--- src/rtl/stopwatch_pkg.sv ---
// rtl/stopwatch_pkg.sv - shared state encoding, button indices and event priority for stopwatch_ctrl
package stopwatch_pkg;

  // Controller states; the encoding is exported on state_o for debug LEDs.
  typedef enum logic [2:0] {
    S_IDLE  = 3'd0,
    S_RUN   = 3'd1,
    S_PAUSE = 3'd2,
    S_DONE  = 3'd3,
    S_ADJ   = 3'd4
  } state_t;

  localparam int NUM_BTN   = 7;
  localparam int BTN_IDX_W = 3;

  // Bit positions of each button inside the packed button/event vectors.
  localparam logic [BTN_IDX_W-1:0] BTN_CLEAR = 3'd0;
  localparam logic [BTN_IDX_W-1:0] BTN_START = 3'd1;
  localparam logic [BTN_IDX_W-1:0] BTN_REV   = 3'd2;
  localparam logic [BTN_IDX_W-1:0] BTN_ADD   = 3'd3;
  localparam logic [BTN_IDX_W-1:0] BTN_SUB   = 3'd4;
  localparam logic [BTN_IDX_W-1:0] BTN_FAST  = 3'd5;
  localparam logic [BTN_IDX_W-1:0] BTN_SLOW  = 3'd6;

  // Acceptance order: PRIO[0] is the most important button.
  localparam logic [NUM_BTN-1:0][BTN_IDX_W-1:0] PRIO =
    {BTN_SLOW, BTN_FAST, BTN_SUB, BTN_ADD, BTN_REV, BTN_START, BTN_CLEAR};

  // Returns a one-hot vector holding only the highest-priority pending event.
  function automatic logic [NUM_BTN-1:0] prio_pick(input logic [NUM_BTN-1:0] ev);
    logic [NUM_BTN-1:0]   pick;
    logic [BTN_IDX_W-1:0] idx;
    pick = '0;
    for (int p = NUM_BTN - 1; p >= 0; p--) begin
      idx = PRIO[p[BTN_IDX_W-1:0]];
      if (ev[idx]) begin
        pick      = '0;
        pick[idx] = 1'b1;
      end
    end
    return pick;
  endfunction

endpackage

--- src/rtl/stopwatch_ctrl_if.sv ---
// rtl/stopwatch_ctrl_if.sv - front-panel buttons and datapath control bundle for stopwatch_ctrl
interface stopwatch_ctrl_if #(
  parameter int SPD_W = 2
);
  logic             btn_start_i;
  logic             btn_rev_i;
  logic             btn_clear_i;
  logic             btn_add_i;
  logic             btn_sub_i;
  logic             btn_fast_i;
  logic             btn_slow_i;
  logic             limit_hit_i;
  logic             run_o;
  logic             reverse_o;
  logic             clear_o;
  logic             add_o;
  logic             sub_o;
  logic [SPD_W-1:0] speed_o;
  logic [2:0]       state_o;

  // Panel and datapath side: presses buttons, reports the terminal compare.
  modport master (
    output btn_start_i, btn_rev_i, btn_clear_i, btn_add_i, btn_sub_i,
           btn_fast_i, btn_slow_i, limit_hit_i,
    input  run_o, reverse_o, clear_o, add_o, sub_o, speed_o, state_o
  );

  // Controller side.
  modport slave (
    input  btn_start_i, btn_rev_i, btn_clear_i, btn_add_i, btn_sub_i,
           btn_fast_i, btn_slow_i, limit_hit_i,
    output run_o, reverse_o, clear_o, add_o, sub_o, speed_o, state_o
  );
endinterface

--- src/rtl/stopwatch_ctrl_btn_conditioner.sv ---
// rtl/stopwatch_ctrl_btn_conditioner.sv - optional debounce (STOPWATCH_DEBOUNCE_EN) and rising-edge detect for the button vector
module btn_conditioner #(
  parameter int W = 7
`ifdef STOPWATCH_DEBOUNCE_EN
  ,
  parameter int DEBOUNCE_CYC = 16
`endif
) (
  input  logic         clk_in,
  input  logic         RESET,
  input  logic [W-1:0] i_raw,
  output logic [W-1:0] o_rise
);

  logic [W-1:0] w_level;
  logic [W-1:0] r_prev;

`ifdef STOPWATCH_DEBOUNCE_EN
  localparam int CNT_W = $clog2(DEBOUNCE_CYC + 1);

  logic [W-1:0][CNT_W-1:0] r_cnt;
  logic [W-1:0]            r_stable;

  // Per-button filter: a new level is adopted only after DEBOUNCE_CYC consecutive agreeing samples.
  always_ff @(posedge clk_in) begin
    if (RESET) begin
      r_cnt    <= '0;
      r_stable <= '0;
    end else begin
      for (int i = 0; i < W; i++) begin
        if (i_raw[i] == r_stable[i]) begin
          r_cnt[i] <= '0;
        end else if (r_cnt[i] == CNT_W'(DEBOUNCE_CYC - 1)) begin
          r_stable[i] <= i_raw[i];
          r_cnt[i]    <= '0;
        end else begin
          r_cnt[i] <= r_cnt[i] + 1'b1;
        end
      end
    end
  end

  assign w_level = r_stable;
`else
  assign w_level = i_raw;
`endif

  // Previous-level register; a held button produces a single rise.
  always_ff @(posedge clk_in) begin
    if (RESET) begin
      r_prev <= '0;
    end else begin
      r_prev <= w_level;
    end
  end

  assign o_rise = w_level & ~r_prev;

endmodule

--- src/rtl/stopwatch_ctrl.sv ---
// rtl/stopwatch_ctrl.sv - stopwatch front-panel controller: button arbitration and run/pause/done FSM (debounce via STOPWATCH_DEBOUNCE_EN)
module stopwatch_ctrl
  import stopwatch_pkg::*;
#(
  parameter int SPD_W         = 2,
  parameter int SPEED_DEFAULT = 1,
  parameter int SPEED_MAX     = 3,
  parameter int DEBOUNCE_CYC  = 16
) (
  input logic             clk_in,
  input logic             RESET,
  stopwatch_ctrl_if.slave bus
);

  logic [NUM_BTN-1:0] w_raw;
  logic [NUM_BTN-1:0] w_ev;
  logic [NUM_BTN-1:0] w_win;

  state_t             r_state;
  state_t             r_ret;
  logic               r_run;
  logic               r_rev;
  logic               r_clear;
  logic               r_add;
  logic               r_sub;
  logic [SPD_W-1:0]   r_speed;

  assign w_raw = {bus.btn_slow_i, bus.btn_fast_i, bus.btn_sub_i, bus.btn_add_i,
                  bus.btn_rev_i, bus.btn_start_i, bus.btn_clear_i};

  btn_conditioner #(
    .W            (NUM_BTN)
`ifdef STOPWATCH_DEBOUNCE_EN
    ,
    .DEBOUNCE_CYC (DEBOUNCE_CYC)
`endif
  ) u_btn_cond (
    .clk_in (clk_in),
    .RESET  (RESET),
    .i_raw  (w_raw),
    .o_rise (w_ev)
  );

  // Only the highest-priority event of a cycle survives; the rest are dropped.
  assign w_win = prio_pick(w_ev);

  // Controller FSM with registered outputs; pulses last exactly one cycle.
  always_ff @(posedge clk_in) begin
    if (RESET) begin
      r_state <= S_IDLE;
      r_ret   <= S_IDLE;
      r_run   <= 1'b0;
      r_rev   <= 1'b0;
      r_clear <= 1'b0;
      r_add   <= 1'b0;
      r_sub   <= 1'b0;
      r_speed <= SPD_W'(SPEED_DEFAULT);
    end else begin
      r_clear <= 1'b0;
      r_add   <= 1'b0;
      r_sub   <= 1'b0;
      if (r_state == S_ADJ) begin
        // Adjust lasts one cycle and ignores every button while it is active.
        r_state <= r_ret;
        r_run   <= 1'b0;
      end else if (w_win[BTN_CLEAR]) begin
        r_clear <= 1'b1;
        r_state <= S_IDLE;
        r_run   <= 1'b0;
      end else if ((r_state == S_RUN) && bus.limit_hit_i) begin
        r_state <= S_DONE;
        r_run   <= 1'b0;
      end else if (w_win[BTN_START]) begin
        if ((r_state == S_IDLE) || (r_state == S_PAUSE)) begin
          r_state <= S_RUN;
          r_run   <= 1'b1;
        end else if (r_state == S_RUN) begin
          r_state <= S_PAUSE;
          r_run   <= 1'b0;
        end
      end else if (w_win[BTN_REV]) begin
        if (r_state != S_RUN) begin
          r_rev <= ~r_rev;
        end
        if (r_state == S_DONE) begin
          r_state <= S_PAUSE;
        end
      end else if (w_win[BTN_ADD] || w_win[BTN_SUB]) begin
        if (r_state != S_RUN) begin
          r_state <= S_ADJ;
          r_ret   <= (r_state == S_IDLE) ? S_IDLE : S_PAUSE;
          r_add   <= w_win[BTN_ADD];
          r_sub   <= w_win[BTN_SUB];
        end
      end else if (w_win[BTN_FAST]) begin
        if (r_speed < SPD_W'(SPEED_MAX)) begin
          r_speed <= r_speed + 1'b1;
        end
      end else if (w_win[BTN_SLOW]) begin
        if (r_speed != '0) begin
          r_speed <= r_speed - 1'b1;
        end
      end
    end
  end

  assign bus.run_o     = r_run;
  assign bus.reverse_o = r_rev;
  assign bus.clear_o   = r_clear;
  assign bus.add_o     = r_add;
  assign bus.sub_o     = r_sub;
  assign bus.speed_o   = r_speed;
  assign bus.state_o   = r_state;

endmodule

--- src/flat_wrapper.sv ---
// flat-port wrapper written by rule: the top's interface ports become plain ports
module stopwatch_ctrl_flat import stopwatch_pkg::*;
#(
  parameter int SPD_W         = 2,
  parameter int SPEED_DEFAULT = 1,
  parameter int SPEED_MAX     = 3,
  parameter int DEBOUNCE_CYC  = 16
)
  (clk_in, RESET, bus_btn_start_i, bus_btn_rev_i, bus_btn_clear_i, bus_btn_add_i, bus_btn_sub_i, bus_btn_fast_i, bus_btn_slow_i, bus_limit_hit_i, bus_run_o, bus_reverse_o, bus_clear_o, bus_add_o, bus_sub_o, bus_speed_o, bus_state_o);
  stopwatch_ctrl_if #(.SPD_W(SPD_W)) bus_i ();
  input logic clk_in;
  input logic RESET;
  input wire logic [$bits(bus_i.btn_start_i)-1:0] bus_btn_start_i;
  input wire logic [$bits(bus_i.btn_rev_i)-1:0] bus_btn_rev_i;
  input wire logic [$bits(bus_i.btn_clear_i)-1:0] bus_btn_clear_i;
  input wire logic [$bits(bus_i.btn_add_i)-1:0] bus_btn_add_i;
  input wire logic [$bits(bus_i.btn_sub_i)-1:0] bus_btn_sub_i;
  input wire logic [$bits(bus_i.btn_fast_i)-1:0] bus_btn_fast_i;
  input wire logic [$bits(bus_i.btn_slow_i)-1:0] bus_btn_slow_i;
  input wire logic [$bits(bus_i.limit_hit_i)-1:0] bus_limit_hit_i;
  output wire logic [$bits(bus_i.run_o)-1:0] bus_run_o;
  output wire logic [$bits(bus_i.reverse_o)-1:0] bus_reverse_o;
  output wire logic [$bits(bus_i.clear_o)-1:0] bus_clear_o;
  output wire logic [$bits(bus_i.add_o)-1:0] bus_add_o;
  output wire logic [$bits(bus_i.sub_o)-1:0] bus_sub_o;
  output wire logic [$bits(bus_i.speed_o)-1:0] bus_speed_o;
  output wire logic [$bits(bus_i.state_o)-1:0] bus_state_o;
  assign bus_i.btn_start_i = bus_btn_start_i;
  assign bus_i.btn_rev_i = bus_btn_rev_i;
  assign bus_i.btn_clear_i = bus_btn_clear_i;
  assign bus_i.btn_add_i = bus_btn_add_i;
  assign bus_i.btn_sub_i = bus_btn_sub_i;
  assign bus_i.btn_fast_i = bus_btn_fast_i;
  assign bus_i.btn_slow_i = bus_btn_slow_i;
  assign bus_i.limit_hit_i = bus_limit_hit_i;
  assign bus_run_o = bus_i.run_o;
  assign bus_reverse_o = bus_i.reverse_o;
  assign bus_clear_o = bus_i.clear_o;
  assign bus_add_o = bus_i.add_o;
  assign bus_sub_o = bus_i.sub_o;
  assign bus_speed_o = bus_i.speed_o;
  assign bus_state_o = bus_i.state_o;
  stopwatch_ctrl #(.SPD_W(SPD_W), .SPEED_DEFAULT(SPEED_DEFAULT), .SPEED_MAX(SPEED_MAX), .DEBOUNCE_CYC(DEBOUNCE_CYC)) u_core (.clk_in(clk_in), .RESET(RESET), .bus(bus_i));
endmodule
--- config.mk ---
export PLATFORM = sky130hd
export DESIGN_NAME = stopwatch_ctrl_flat
export DESIGN_NICKNAME = d
export VERILOG_FILES = /design/src/rtl/stopwatch_pkg.sv /design/src/rtl/stopwatch_ctrl_if.sv /design/src/rtl/stopwatch_ctrl_btn_conditioner.sv /design/src/rtl/stopwatch_ctrl.sv /design/src/flat_wrapper.sv
export SDC_FILE = /design/constraint.sdc
export NUM_CORES = 1
export LEC_CHECK = 0
export CAP_MARGIN = 25
export CORE_UTILIZATION = 40
export CTS_BUF_LIST = sky130_fd_sc_hd__clkbuf_4 sky130_fd_sc_hd__clkbuf_8
export CTS_CLUSTER_DIAMETER = 120
export DETAILED_ROUTE_END_ITERATION = 6
export HOLD_SLACK_MARGIN = 0.08
export PLACE_DENSITY = 0.68
export SETUP_SLACK_MARGIN = 0.05
export SYNTH_ARGS = -nofsm -noshare
export SYNTH_HDL_FRONTEND = slang
export SYNTH_SLANG_ARGS = --single-unit
--- constraint.sdc ---
create_clock -name clk_in -period 1.7 [get_ports clk_in]
set_input_delay 0.34 -clock clk_in [delete_from_list [all_inputs] [get_ports clk_in]]
set_output_delay 0.34 -clock clk_in [all_outputs]
set_load 0.02 [all_outputs]
==> metrics.txt <==
hold endpoint u_core.u_btn_cond.r_prev[0]$_SDFF_PP0_; DRC 0; Core Region 0.00221 sq mm; Final Wtd Congestion 0.811; footprint of the multi-input gates 592 sq um; Synth area leader dfxtp_1; Worst Setup End Kind flip-flop; Crit path arrival time 1850 ps; layout net count 155; Worst Hold Class in2reg; FF/Latch Area 374 sq um; synthesized flop and latch total 18; hold_buf cts 0; Antenna Cells 0; f_max 0.606 GHz; min Tclk post-route 1650 ps; Initial Utilization 0.426; Mapped Nets 116; vias in the first global route 873; CTS H-Tree Depth 1; hold_ws 418 ps; synth unique cells 36; Period Utilization, post-route 0.971; relative slew slack 0.760; WL final 2330 microns; first-pass detailed-route iteration total 4; share of layout cells above drive strength 1 0.340; Top Usage Layer GRT met2; Final Hold Viols 0; leakage dissipation 0.579 nW; FF-to-FF path depth 6; Setup CP Type in2reg; R2R setup slack 60 ps; All-Layer GR Usage 0.198; async set or reset register ratio after synthesis 0; initial antenna violation count 0; remaining global-route overflow 0; DRT iter0 DRCs 15; CTS Buffer Depth 2; Post-synth EDFFs 0; vias 927; syn_area_per_cell 8.90 sq um; Layout area overhead 48.3%; hold_sp bus_btn_clear_i; largest net degree at the start of global routing 21; Yosys top cell area share 0.382; CTS tree yes; Setup Viol. Count Final 0; Die ar. 0.00256 sq mm; Sink Count 18; hold path cells 3; per-cell routed wire length 13.6 microns; half-perimeter wire length after placement 1670 microns; max_cap viols 0; RSZ-0062 raised after global routing yes; first-pass GRT wire length 3820 microns; Critical Path Source Type primary input; maximum VDD drop 0.556 mV; row cnt 17; Total Power 1.02 mW; Worst Tran Pin Value 350 ps; Max Transition Viols Final 0; Seq/Total Area, Yosys 0.382; Ys Warns 0; worst path required time 1900 ps; I/O Buffers 19; Worst R2R Start u_core.u_btn_cond.r_prev[0]$_SDFF_PP0_; Clk pin slew, worst setup/hold paths 110 ps; crit-path max FO 6; TritonCTS Buffers 3; Syn Inst Count 106; total I/O pin count 20; clock latency on the worst-skew pair 300 ps; worst r2r dst u_core.bus.state_o[2]$_SDFFE_PP0P_; Synth Cell Area 943 sq um; grt met2 use 0.324; Synth area leaders dfxtp_1, nand2b_1, nor2b_1; DRT antenna net count 0; Main synth FF type dfxtp_1; fill cell count 191; DIE HEIGHT 50.6 microns; PD cells 733 mW/mm^2; GR Util met1 0.245; Worst Skew 2.43 ps; status finished, final reports clean; Die Wd 50.6 microns; root buf cell clkbuf_4; Vias/cell 5.39; M3 GR Usage 0.0394
==> cell usage after synthesis (2+ instances only) <==
master / instances
or3_1: 2
nor2b_4: 2
inv_1: 5
nor2b_1: 7
clkbuf_1: 2
a31oi_1: 2
nor3_1: 5
a2111oi_0: 2
o21ai_0: 4
nand3b_1: 4
nand3_1: 2
o21ai_1: 2
buf_4: 2
dfxtp_1: 18
nand4_1: 2
nor2_1: 8
nor4_1: 4
a21oi_1: 8
nand2b_1: 8
==> cell type report <==
cell class | count | share of cell area
sequential | 18 | 0.267
tap | 28 | 0.0250
clock buffer | 4 | 0.0259
inverter | 5 | 0.0134
timing repair buffer | 40 | 0.245
multi-input combinational | 77 | 0.423
==> report_power, final <==
part | leakage [nW] | total [mW] | switching, mW | internal [mW]
clock | 0.0210 | 0.278 | 0.148 | 0.131
sequential | 0.151 | 0.468 | 0.0239 | 0.445
combinational | 0.408 | 0.278 | 0.137 | 0.141
total | 0.579 | 1.02 | 0.308 | 0.716
==> stage by stage <==
step / instances / utilization / setup TNS [ps] / instance area (sq um) / setup slack [ps]
4_1_cts: 172 / 0.605 / 0 / 1340 / 41.2
6_report: 172 / 0.632 / 0 / 1400 / 49.5
2_1_floorplan: 106 / - / -23.6 / 950 / -23.6
3_5_place_dp: 166 / 0.578 / -3480 / 1280 / -572
5_1_grt: 172 / 0.632 / 0 / 1400 / 0.872
3_3_place_gp: 166 / 0.578 / -2920 / 1280 / -477
==> metal layers <==
layer / wire length, microns / vias to the layer above / part of all wire
met1: 1060 / 439 / 0.45
met2: 1120 / 20 / 0.48
met5: 0 / - / 0
li1: - / 462 / -
met3: 82 / 6 / 0.035
met4: 70 / 0 / 0.030
==> worst max-delay path, cell delays in order <==
cell and delay (ps):
dlygate4sd2_1 240, nor2b_4 130, or3_4 440, nor4_4 310, buf_4 180, o31ai_2 50
nor3b_2 160
==> timing repair <==
item                                    in CTS  in global routing
buffers inserted                             2                  0
pin swaps                                    3                  6
endpoints found under the setup margin      11                  8
resized for setup                           14                 15
hold endpoints to repair                     0                  0
==> state kept, by name, summed over array words and instances (netlist names) <==
| name | count |
|---|---|
| u_core.u_btn_cond.r_prev | 7 |
| u_core.bus.state_o | 3 |
| u_core.bus.speed_o | 2 |
| u_core.bus.add_o | 1 |
| u_core.bus.clear_o | 1 |
| u_core.bus.reverse_o | 1 |
| u_core.bus.run_o | 1 |
| u_core.bus.sub_o | 1 |
| u_core.r_ret | 1 |
==> kinds of logic after synthesis <==
family / share of synthesized area
and+or+nand+nor: 0.354
muxes: 0.0265
AOI/OAI and AO/OA: 0.176
buffers and inverters: 0.0610
DFF: 0.382
==> placed cells by master (no fill, tap or decap), types with 2 or more instances in the layout <==
master,synthesis,layout
nor2_1,8,8
dlygate4sd2_1,0,8
clkdlybuf4s50_1,0,9
o21ai_1,2,2
nand3_1,2,2
o21ai_0,4,3
buf_4,2,21
a21oi_1,8,7
nor3_2,1,2
a31oi_1,2,2
dfxtp_4,0,3
nand4_1,2,2
a2111oi_0,2,2
nor2b_1,7,6
dlymetal6s2s_1,0,2
nand3b_1,4,4
nand2b_1,8,7
nor3_1,5,3
nor4_1,4,4
inv_1,5,5
dfxtp_2,0,2
clkbuf_4,0,3
nor2b_4,2,2
dfxtp_1,18,13
==> worst max-delay path by stage <==
stage | startpoint | to | slack (ps) | cells after the start
floorplan | bus_btn_rev_i | u_core.bus.state_o[1]$_SDFFE_PP0P_ | -20 | 6
global placement | bus_btn_clear_i | u_core.bus.state_o[1]$_SDFFE_PP0P_ | -480 | 6
detailed placement | bus_btn_rev_i | u_core.bus.state_o[1]$_SDFFE_PP0P_ | -570 | 6
CTS | u_core.u_btn_cond.r_prev[0]$_SDFF_PP0_ | u_core.bus.state_o[1]$_SDFFE_PP0P_ | 40 | 5
global route | u_core.u_btn_cond.r_prev[0]$_SDFF_PP0_ | u_core.bus.state_o[2]$_SDFFE_PP0P_ | 0.9 | 6
finish | bus_btn_rev_i | u_core.bus.state_o[2]$_SDFFE_PP0P_ | 50 | 7
(Power assumes the default switching activity.)
